$ cat src/rtl/imm_encoder_pkg.sv
// rtl/imm_encoder_pkg.sv - shared op codes, field positions and helpers for the immediate encoder
package imm_encoder_pkg;

    // Format selects, shared with the immediate extractor.
    typedef enum logic [2:0] {
        EXT_I = 3'b000,
        EXT_U = 3'b001,
        EXT_S = 3'b010,
        EXT_B = 3'b011,
        EXT_J = 3'b100
    } ext_op_e;

    localparam int EXT_OP_W = 3;

    // Instruction bit positions of each format's immediate fields.
    localparam int I_IMM_LSB  = 20;  // [31:20] <- imm[11:0]
    localparam int U_IMM_LSB  = 12;  // [31:12] <- imm[31:12]
    localparam int S_HI_LSB   = 25;  // [31:25] <- imm[11:5]
    localparam int S_LO_LSB   = 7;   // [11:7]  <- imm[4:0]
    localparam int B_SIGN_BIT = 31;  // [31]    <- imm[12]
    localparam int B_HI_LSB   = 25;  // [30:25] <- imm[10:5]
    localparam int B_LO_LSB   = 8;   // [11:8]  <- imm[4:1]
    localparam int B_B11_BIT  = 7;   // [7]     <- imm[11]
    localparam int J_SIGN_BIT = 31;  // [31]    <- imm[20]
    localparam int J_LO_LSB   = 21;  // [30:21] <- imm[10:1]
    localparam int J_B11_BIT  = 20;  // [20]    <- imm[11]
    localparam int J_HI_LSB   = 12;  // [19:12] <- imm[19:12]

    // True when v[31:lsb] is all zeros or all ones, i.e. v fits as a
    // sign-extended value whose sign bit sits at position lsb.
    function automatic logic is_uniform(input logic [31:0] v, input int unsigned lsb);
        logic signed [31:0] s;
        s = $signed(v) >>> lsb;
        return (s == '0) || (s == '1);
    endfunction

endpackage

$ cat src/rtl/imm_encoder_if.sv
// rtl/imm_encoder_if.sv - request/result handshake bundle for the immediate encoder
// master: request producer / result consumer; slave: the encoder.
// in_*  : request channel (in_valid/in_ready, in_imm, in_ext_op, in_base)
// out_* : result channel (out_valid/out_ready, out_inst, out_err), plus err_cnt
interface imm_encoder_if
    import imm_encoder_pkg::*;
#(
    parameter int DATA_WIDTH = 32,
    parameter int ERRCNT_W   = 16
);
    logic                  in_valid;
    logic                  in_ready;
    logic [DATA_WIDTH-1:0] in_imm;
    logic [EXT_OP_W-1:0]   in_ext_op;
    logic [DATA_WIDTH-1:0] in_base;
    logic                  out_valid;
    logic                  out_ready;
    logic [DATA_WIDTH-1:0] out_inst;
    logic                  out_err;
    logic [ERRCNT_W-1:0]   err_cnt;

    modport master (
        output in_valid, in_imm, in_ext_op, in_base, out_ready,
        input  in_ready, out_valid, out_inst, out_err, err_cnt
    );

    modport slave (
        input  in_valid, in_imm, in_ext_op, in_base, out_ready,
        output in_ready, out_valid, out_inst, out_err, err_cnt
    );
endinterface

$ cat src/rtl/imm_encoder_pack.sv
// rtl/imm_encoder_pack.sv - combinational immediate-to-instruction field packer
// i_imm  : immediate (byte offset for B/J)
// i_op   : format select
// i_base : instruction template, unlisted bits pass through
// o_inst : packed instruction
// o_err  : immediate not representable in the format, or op illegal
module imm_pack
    import imm_encoder_pkg::*;
(
    input  logic [31:0]         i_imm,
    input  logic [EXT_OP_W-1:0] i_op,
    input  logic [31:0]         i_base,
    output logic [31:0]         o_inst,
    output logic                o_err
);

    // Fields are packed from the truncated bits even when o_err is set, so
    // a bad immediate still produces a well-formed instruction word.
    always_comb begin
        o_inst = i_base;
        o_err  = 1'b0;
        case (i_op)
            EXT_I: begin
                o_inst[I_IMM_LSB +: 12] = i_imm[11:0];
                o_err = !is_uniform(i_imm, 11);
            end
            EXT_U: begin
                o_inst[U_IMM_LSB +: 20] = i_imm[31:12];
                o_err = |i_imm[11:0];
            end
            EXT_S: begin
                o_inst[S_HI_LSB +: 7] = i_imm[11:5];
                o_inst[S_LO_LSB +: 5] = i_imm[4:0];
                o_err = !is_uniform(i_imm, 11);
            end
            EXT_B: begin
                o_inst[B_SIGN_BIT]    = i_imm[12];
                o_inst[B_HI_LSB +: 6] = i_imm[10:5];
                o_inst[B_LO_LSB +: 4] = i_imm[4:1];
                o_inst[B_B11_BIT]     = i_imm[11];
                o_err = i_imm[0] || !is_uniform(i_imm, 12);
            end
            EXT_J: begin
                o_inst[J_SIGN_BIT]     = i_imm[20];
                o_inst[J_LO_LSB +: 10] = i_imm[10:1];
                o_inst[J_B11_BIT]      = i_imm[11];
                o_inst[J_HI_LSB +: 8]  = i_imm[19:12];
                o_err = i_imm[0] || !is_uniform(i_imm, 20);
            end
            default: begin
                o_err = 1'b1;
            end
        endcase
    end

endmodule

$ cat src/rtl/imm_encoder.sv
// rtl/imm_encoder.sv - two-stage valid/ready immediate encoder with saturating error counter
// clk : clock
// rst : synchronous active-high reset
// bus : imm_encoder_if slave (request in, packed instruction out, err_cnt)
module imm_encoder
    import imm_encoder_pkg::*;
#(
    parameter int DATA_WIDTH = 32,
    parameter int ERRCNT_W   = 16
) (
    input  logic         clk,
    input  logic         rst,
    imm_encoder_if.slave bus
);

    logic                  r_s1_valid;
    logic [DATA_WIDTH-1:0] r_s1_imm;
    logic [EXT_OP_W-1:0]   r_s1_op;
    logic [DATA_WIDTH-1:0] r_s1_base;

    logic                  r_s2_valid;
    logic [DATA_WIDTH-1:0] r_out_inst;
    logic                  r_out_err;
    logic [ERRCNT_W-1:0]   r_err_cnt;

    logic                  w_s2_ready;
    logic                  w_s1_ready;
    logic                  w_in_ready;
    logic                  w_accept;
    logic                  w_out_fire;
    logic [DATA_WIDTH-1:0] w_inst;
    logic                  w_err;

    assign w_s2_ready = !r_s2_valid || bus.out_ready;
    assign w_s1_ready = !r_s1_valid || w_s2_ready;
    // Hold off requests while reset is asserted so nothing is accepted
    // into a pipeline that is being cleared.
    assign w_in_ready = !rst && w_s1_ready;
    assign w_accept   = bus.in_valid && w_in_ready;
    assign w_out_fire = r_s2_valid && bus.out_ready;

    imm_pack u_pack (
        .i_imm  (r_s1_imm),
        .i_op   (r_s1_op),
        .i_base (r_s1_base),
        .o_inst (w_inst),
        .o_err  (w_err)
    );

    // Stage 1 payload needs no reset: it is qualified by r_s1_valid.
    always_ff @(posedge clk) begin
        if (w_accept) begin
            r_s1_imm  <= bus.in_imm;
            r_s1_op   <= bus.in_ext_op;
            r_s1_base <= bus.in_base;
        end
    end

    always_ff @(posedge clk) begin
        if (rst) begin
            r_s1_valid <= 1'b0;
            r_s2_valid <= 1'b0;
            r_out_inst <= '0;
            r_out_err  <= 1'b0;
            r_err_cnt  <= '0;
        end else begin
            if (w_s1_ready) begin
                r_s1_valid <= w_accept;
            end
            // Stage 2 only loads when it is free or draining, which keeps
            // out_inst/out_err stable during a stall.
            if (w_s2_ready) begin
                r_s2_valid <= r_s1_valid;
                if (r_s1_valid) begin
                    r_out_inst <= w_inst;
                    r_out_err  <= w_err;
                end
            end
            if (w_out_fire && r_out_err && !(&r_err_cnt)) begin
                r_err_cnt <= r_err_cnt + 1'b1;
            end
        end
    end

    assign bus.in_ready  = w_in_ready;
    assign bus.out_valid = r_s2_valid;
    assign bus.out_inst  = r_out_inst;
    assign bus.out_err   = r_out_err;
    assign bus.err_cnt   = r_err_cnt;

endmodule

$ cat src/flat_wrapper.sv
// flat-port wrapper written by rule: the top's interface ports become plain ports
module imm_encoder_flat import imm_encoder_pkg::*;
#(
    parameter int DATA_WIDTH = 32,
    parameter int ERRCNT_W   = 16
)
  (clk, rst, bus_in_valid, bus_in_imm, bus_in_ext_op, bus_in_base, bus_out_ready, bus_in_ready, bus_out_valid, bus_out_inst, bus_out_err, bus_err_cnt);
  imm_encoder_if #(.DATA_WIDTH(DATA_WIDTH), .ERRCNT_W(ERRCNT_W)) bus_i ();
  input  logic clk;
  input  logic rst;
  input wire logic [$bits(bus_i.in_valid)-1:0] bus_in_valid;
  input wire logic [$bits(bus_i.in_imm)-1:0] bus_in_imm;
  input wire logic [$bits(bus_i.in_ext_op)-1:0] bus_in_ext_op;
  input wire logic [$bits(bus_i.in_base)-1:0] bus_in_base;
  input wire logic [$bits(bus_i.out_ready)-1:0] bus_out_ready;
  output wire logic [$bits(bus_i.in_ready)-1:0] bus_in_ready;
  output wire logic [$bits(bus_i.out_valid)-1:0] bus_out_valid;
  output wire logic [$bits(bus_i.out_inst)-1:0] bus_out_inst;
  output wire logic [$bits(bus_i.out_err)-1:0] bus_out_err;
  output wire logic [$bits(bus_i.err_cnt)-1:0] bus_err_cnt;
  assign bus_i.in_valid = bus_in_valid;
  assign bus_i.in_imm = bus_in_imm;
  assign bus_i.in_ext_op = bus_in_ext_op;
  assign bus_i.in_base = bus_in_base;
  assign bus_i.out_ready = bus_out_ready;
  assign bus_in_ready = bus_i.in_ready;
  assign bus_out_valid = bus_i.out_valid;
  assign bus_out_inst = bus_i.out_inst;
  assign bus_out_err = bus_i.out_err;
  assign bus_err_cnt = bus_i.err_cnt;
  imm_encoder #(.DATA_WIDTH(DATA_WIDTH), .ERRCNT_W(ERRCNT_W)) u_core (.clk(clk), .rst(rst), .bus(bus_i));
endmodule
$ cat config.mk
export PLATFORM = sky130hd
export DESIGN_NAME = imm_encoder_flat
export DESIGN_NICKNAME = d
export VERILOG_FILES = /design/src/rtl/imm_encoder_pkg.sv /design/src/rtl/imm_encoder_if.sv /design/src/rtl/imm_encoder_pack.sv /design/src/rtl/imm_encoder.sv /design/src/flat_wrapper.sv
export SDC_FILE = /design/constraint.sdc
export NUM_CORES = 1
export LEC_CHECK = 0
export ABC_CLOCK_PERIOD_IN_PS = 7400
export CAP_MARGIN = 20
export CORE_AREA = 4 4 114 116
export DETAILED_ROUTE_END_ITERATION = 6
export DIE_AREA = 0 0 118 120
export PLACE_DENSITY = 0.68
export SYNTH_ARGS = -nofsm -noshare
export SYNTH_HDL_FRONTEND = slang
export SYNTH_SLANG_ARGS = --single-unit
$ cat constraint.sdc
create_clock -name clk -period 7.4 [get_ports clk]
set_input_delay 1.48 -clock clk [delete_from_list [all_inputs] [get_ports clk]]
set_output_delay 1.48 -clock clk [all_outputs]
set_load 0.05 [all_outputs]
After elaboration in Yosys (flattened, before gate mapping) --
Index checks and enable logic that the tools add are counted.
Storage, ports and cells: flip-flop bits (word level) 118, input port bits 71, output and inout bits 51, word-level logic and storage cells 49
Cells by class: $add $sub $neg 1, equality and inequality tests 7, muxes and demuxes 5, reductions and logical operators 28
Operators by type and width (count):
- == test 32 bit (second input constant) | 3
- logical NOT 32 bit | 3
- case mux 7 bit (4 select lines) | 1
- adder 16 x 1 -> 16 bit (second input constant) | 1
- AND reduction 16 bit | 1
- case mux 5 bit (3 select lines) | 1
- OR reduction 12 bit | 1
- case mux 5 bit (2 select lines) | 1
- 2-to-1 mux 8 bit | 1
- logical NOT 1 bit | 7
- logical OR 1 bit | 7
- == test 3 x 2 -> 1 bit (second input constant) | 2
- logical AND 1 bit | 5
- case mux 1 bit (4 select lines) | 1
- OR reduction 2 bit | 2
- == test 3 x 1 -> 1 bit (second input constant) | 1
- == test 3 bit (second input constant) | 1
- logical NOT 3 bit | 1
- AND reduction 2 bit | 1

Longest topological paths before layout --
word-level depth 5, mapped depth 7, mapped depth without buffers 6

Cells and area by module --
From an unflattened synthesis, not the netlist that was laid out.
Second synthesis, totals: cells, all modules 426, area total of the unflattened synthesis 4847.1 um2
By module, submodules not included:
- imm_encoder | times used 1, cells each 324, area an instance 4075.2 um2, seq. area each 3032.9 um2
- imm_pack | times used 1, cells each 102, area an instance 772.0 um2, seq. area each 0.0 um2

Worst setup path before layout --
No wires, ideal clock.
path type input to register, start point in rst, end point reg u_core.r_s1_base[0], enable pin, library setup time 0.432 ns, arrival time 4.175 ns, required time 6.968 ns, slack 2.793 ns, cell stages on the path 3, path buffers 1, path through clkbuf_1 > a21oi_1 > and2_1
On the way: word-level cells in the longest chain between the ends 3
RTL lines:
- start, declared | line flat_wrapper.sv:10 | input logic rst;
- logical NOT 1 bit | line imm_encoder.sv:38 | assign w_in_ready = !rst && w_s1_ready;
- logical AND 1 bit | line imm_encoder.sv:38
- net bus_in_ready | line flat_wrapper.sv:16 | output wire logic [$bits(bus_i.in_ready)-1:0] bus_in_ready;
- logical AND 1 bit | line imm_encoder.sv:39 | assign w_accept = bus.in_valid && w_in_ready;
- net u_core.w_accept | line imm_encoder.sv:29 | logic w_accept;
- end signal, assigned | line imm_encoder.sv:55 | r_s1_base <= bus.in_base;
- end, declared | line imm_encoder.sv:19 | logic [DATA_WIDTH-1:0] r_s1_base;
The timed path passes the listed nets, and every way through them passes these cells. A chain may end at the register's enable or synchronous reset.

Worst setup path after layout --
start point in bus_out_ready, end point out bus_in_ready
On the way: word-level cells in the longest chain between the ends 3
RTL lines:
- start, declared | line flat_wrapper.sv:15 | input wire logic [$bits(bus_i.out_ready)-1:0] bus_out_ready;
- logical OR 1 bit | line imm_encoder.sv:34 | assign w_s2_ready = !r_s2_valid || bus.out_ready;
- logical OR 1 bit | line imm_encoder.sv:35 | assign w_s1_ready = !r_s1_valid || w_s2_ready;
- logical AND 1 bit | line imm_encoder.sv:38
- end, declared | line flat_wrapper.sv:16
No other way between the ends.

==> metrics.yaml <==
placed_area_um2: 6020
routedWlPerCell_um: 17.4
wl_met2_mm: 6.18
drt_wl_total_mm: 12.0
grt_usage_pct: 17.1
drv_slew: 0
syn_nets: 483
clockBufferDepth: 2
cts-buffers-inserted: 17
initial_core_util_pct: 39.4
diodes: 0
cts_tree: "yes"
clk_pin_slew_ps: 50
fin_crit_ps: 4680
critPathKind: "in2out"
rsz0062_at_grt: "no"
ios: 122
ir_worst_vdd_mv: 0.215
overflow: 0
power.density_nw_per_um2: 260
clock-sinks: 118
ys.flop_type: "edfxtp_1"
stdcell_area_um2: 6600
synth_area_per_cell_um2: 11.4
yosysWarnings: 0
rows: 40
die_area_um2: 14200
max_freq_mhz: 214
vias: 3676
synthCells: 411
synthArstFlopShare_pct: 0
viasPerCell: 5.34
route.detailed.drc: 0
ant_nets: 0
maxSlewHeadroom_pct: 30.5
hold_class: "reg2reg"
cp_data_required_time_ps: 5920
routed-wl-met3_um: 768
area_growth_pct: 40.5
cts_hold_buf: 0
synthTopCellsByArea: "edfxtp_1 43%, dfxtp_1 22%, nor2_1 4.2%, nand2_1 3.2%, a21oi_1 2.6%"
worst-path-max-fanout: 5
ctsResizeCount: 0
finalNetCount: 601
grt_pass1_wl_mm: 19.1
grt_pass1_vias: 3803
skew_ps: 8.85
synth.top_cell.area_share_pct: 42.8
dp.cells: 657
drtIter0Drc: 214
hold_violations: 0
antenna_found_initial: 0
crit_path_end_kind: "output pin"
dr.pass1.iters: 4
synth-seq-cells: 118
arrival_ps: 3200
setup_viol: 0
hpwl_mm: 8.30
yosysTopAreaCell: "edfxtp_1"
cts_root_buffer: "clkbuf_16"
synth_cell_types: 45
fin_util_pct: 55.4
max_cap_viol_count: 0
die_width_um: 118
syn-cell-area_um2: 4700
core_um2: 11900
fin_tns_setup_ps: 0
seq_area_frac_synth_pct: 64.6
p_leak_nw: 2.22
tightestPinTransition_ps: 1040
grt_max_degree: 68
gp_congestion: 0.867
post-cts-setup-buffers: 0
start_kind: "input pin"
die_y_um: 120
clk-insertion-delay-late_ps: 400
dr.max_layer_used: "met4"
htree_levels: 4
port_buffers: 121
period_share_pct: 63.2
wl_met1_mm: 4.89
drive_gt1_share_pct: 7.01
run_status: "finished, final reports clean"
nFillCells: 1015
synth_edf_count: 67
fin_cells: 689
r2r_slack_ps: 4820
-- cell usage in the layout (no fill, tap or decap), drive strengths merged, types with 2 or more instances in the layout --
| cell type | instances |
|---|---|
| nand4 | 7 |
| clkinvlp | 3 |
| o21ai | 13 |
| o21a | 4 |
| clkdlybuf4s50 | 120 |
| a311oi | 5 |
| clkinv | 3 |
| nand3b | 2 |
| a221o | 5 |
| mux2i | 10 |
| nand2b | 4 |
| a22o | 3 |
| o2111ai | 2 |
| o31ai | 2 |
| nor2b | 9 |
| nor2 | 52 |
| inv | 3 |
| xor2 | 9 |
| o211ai | 3 |
| dfxtp | 51 |
| o221ai | 2 |
| and3 | 2 |
| a22oi | 4 |
| a221oi | 4 |
| nor3 | 14 |
| nand2 | 40 |
| or4 | 3 |
| a21oi | 25 |
| buf | 2 |
| mux2 | 2 |
| a211oi | 10 |
| nand3 | 11 |
| nor4 | 13 |
| bufinv | 3 |
| edfxtp | 67 |
| clkbuf | 23 |
-- cells in the mapped netlist (all sizes together) (2+ instances only) --
library cell / n
edfxtp: 67
nor2: 52
dfxtp: 51
nand2: 40
a21oi: 25
clkbuf: 20
nor3: 14
nor4: 13
o21ai: 13
nand3: 11
a211oi: 10
mux2i: 10
nor2b: 9
xor2: 9
nand4: 7
a221o: 5
a311oi: 5
a221oi: 4
a22oi: 4
nand2b: 4
o21a: 4
a22o: 3
buf: 3
inv: 3
o211ai: 3
or4: 3
and3: 2
mux2: 2
nand3b: 2
o2111ai: 2
o221ai: 2
o31ai: 2
-- cell families after synthesis --
logic type	after synthesis	share of synthesized area, %
buffers and inverters	26	2.10
adders and majority gates	1	0.266
AOI/OAI and AO/OA	86	12.8
xor gates and xnor gates	10	1.86
muxes	12	2.61
DFF	118	64.6
and+or+nand+nor	158	15.8
-- metal layers --
metal | vias up | global-route usage, %
met5 | - | 0
met4 | 0 | 6.52
met3 | 13 | 5.84
met2 | 148 | 29.6
met1 | 1746 | 19.7
li1 | 1769 | -
-- power by group --
| group | switching [W] | internal, W |
|---|---|---|
| Sequential | 0.0000226 | 0.000726 |
| Combinational | 0.0000923 | 0.0000717 |
| Clock | 0.000271 | 0.000536 |
| Total | 0.000385 | 0.00133 |
-- through the flow --
step / worst slack [ps] / hold slack, ps / power [W]
3_5_place_dp: 2730 / 450 / 0.000926
3_3_place_gp: 2790 / 448 / 0.000923
4_1_cts: 2710 / 457 / 0.00174
6_report: 2720 / 453 / 0.00172
5_1_grt: 2650 / 483 / 0.00178
2_1_floorplan: 2790 / 471 / 0.000845
-- path summary, 6_finish.rpt --
kind | endpoint | start | cells after the start
worst max-delay path | bus_in_ready | bus_out_ready | 4
worst max register to register | u_core.bus.out_inst[25] | u_core.r_s1_op[1] | 5
worst min-delay path | u_core.bus.out_inst[31] | u_core.bus.out_inst[31] | 2
worst min register to register | u_core.bus.out_inst[31] | u_core.bus.out_inst[31] | 2
-- cell type report --
type                            instances  area (µm²)  area share (%)
Sequential cell                       118        3030            45.9
Multi-Input combinational cell        267        1580            23.9
Timing Repair Buffer                  122        1210            18.4
Clock buffer                           23         458            6.94
Tap cell                              147         184            2.79
Clock inverter                          9         128            1.93
Inverter                                3        11.3           0.171
-- registers in the layout, indices dropped and copies added (netlist names) --
name,count
u_core.r_s1_base,32
u_core.bus.out_valid,1
u_core.bus.out_inst,32
u_core.r_s1_op,3
u_core.bus.out_err,1
u_core.r_s1_imm,32
u_core.r_s1_valid,1
u_core.bus.err_cnt,16
-- critical path, cell delays in order --
cell	delay (ps)
clkdlybuf4s50_1	450
nor2b_1	370
a21oi_1	150
clkdlybuf4s50_1	750
No activity file was read; power rests on OpenSTA's default activity.
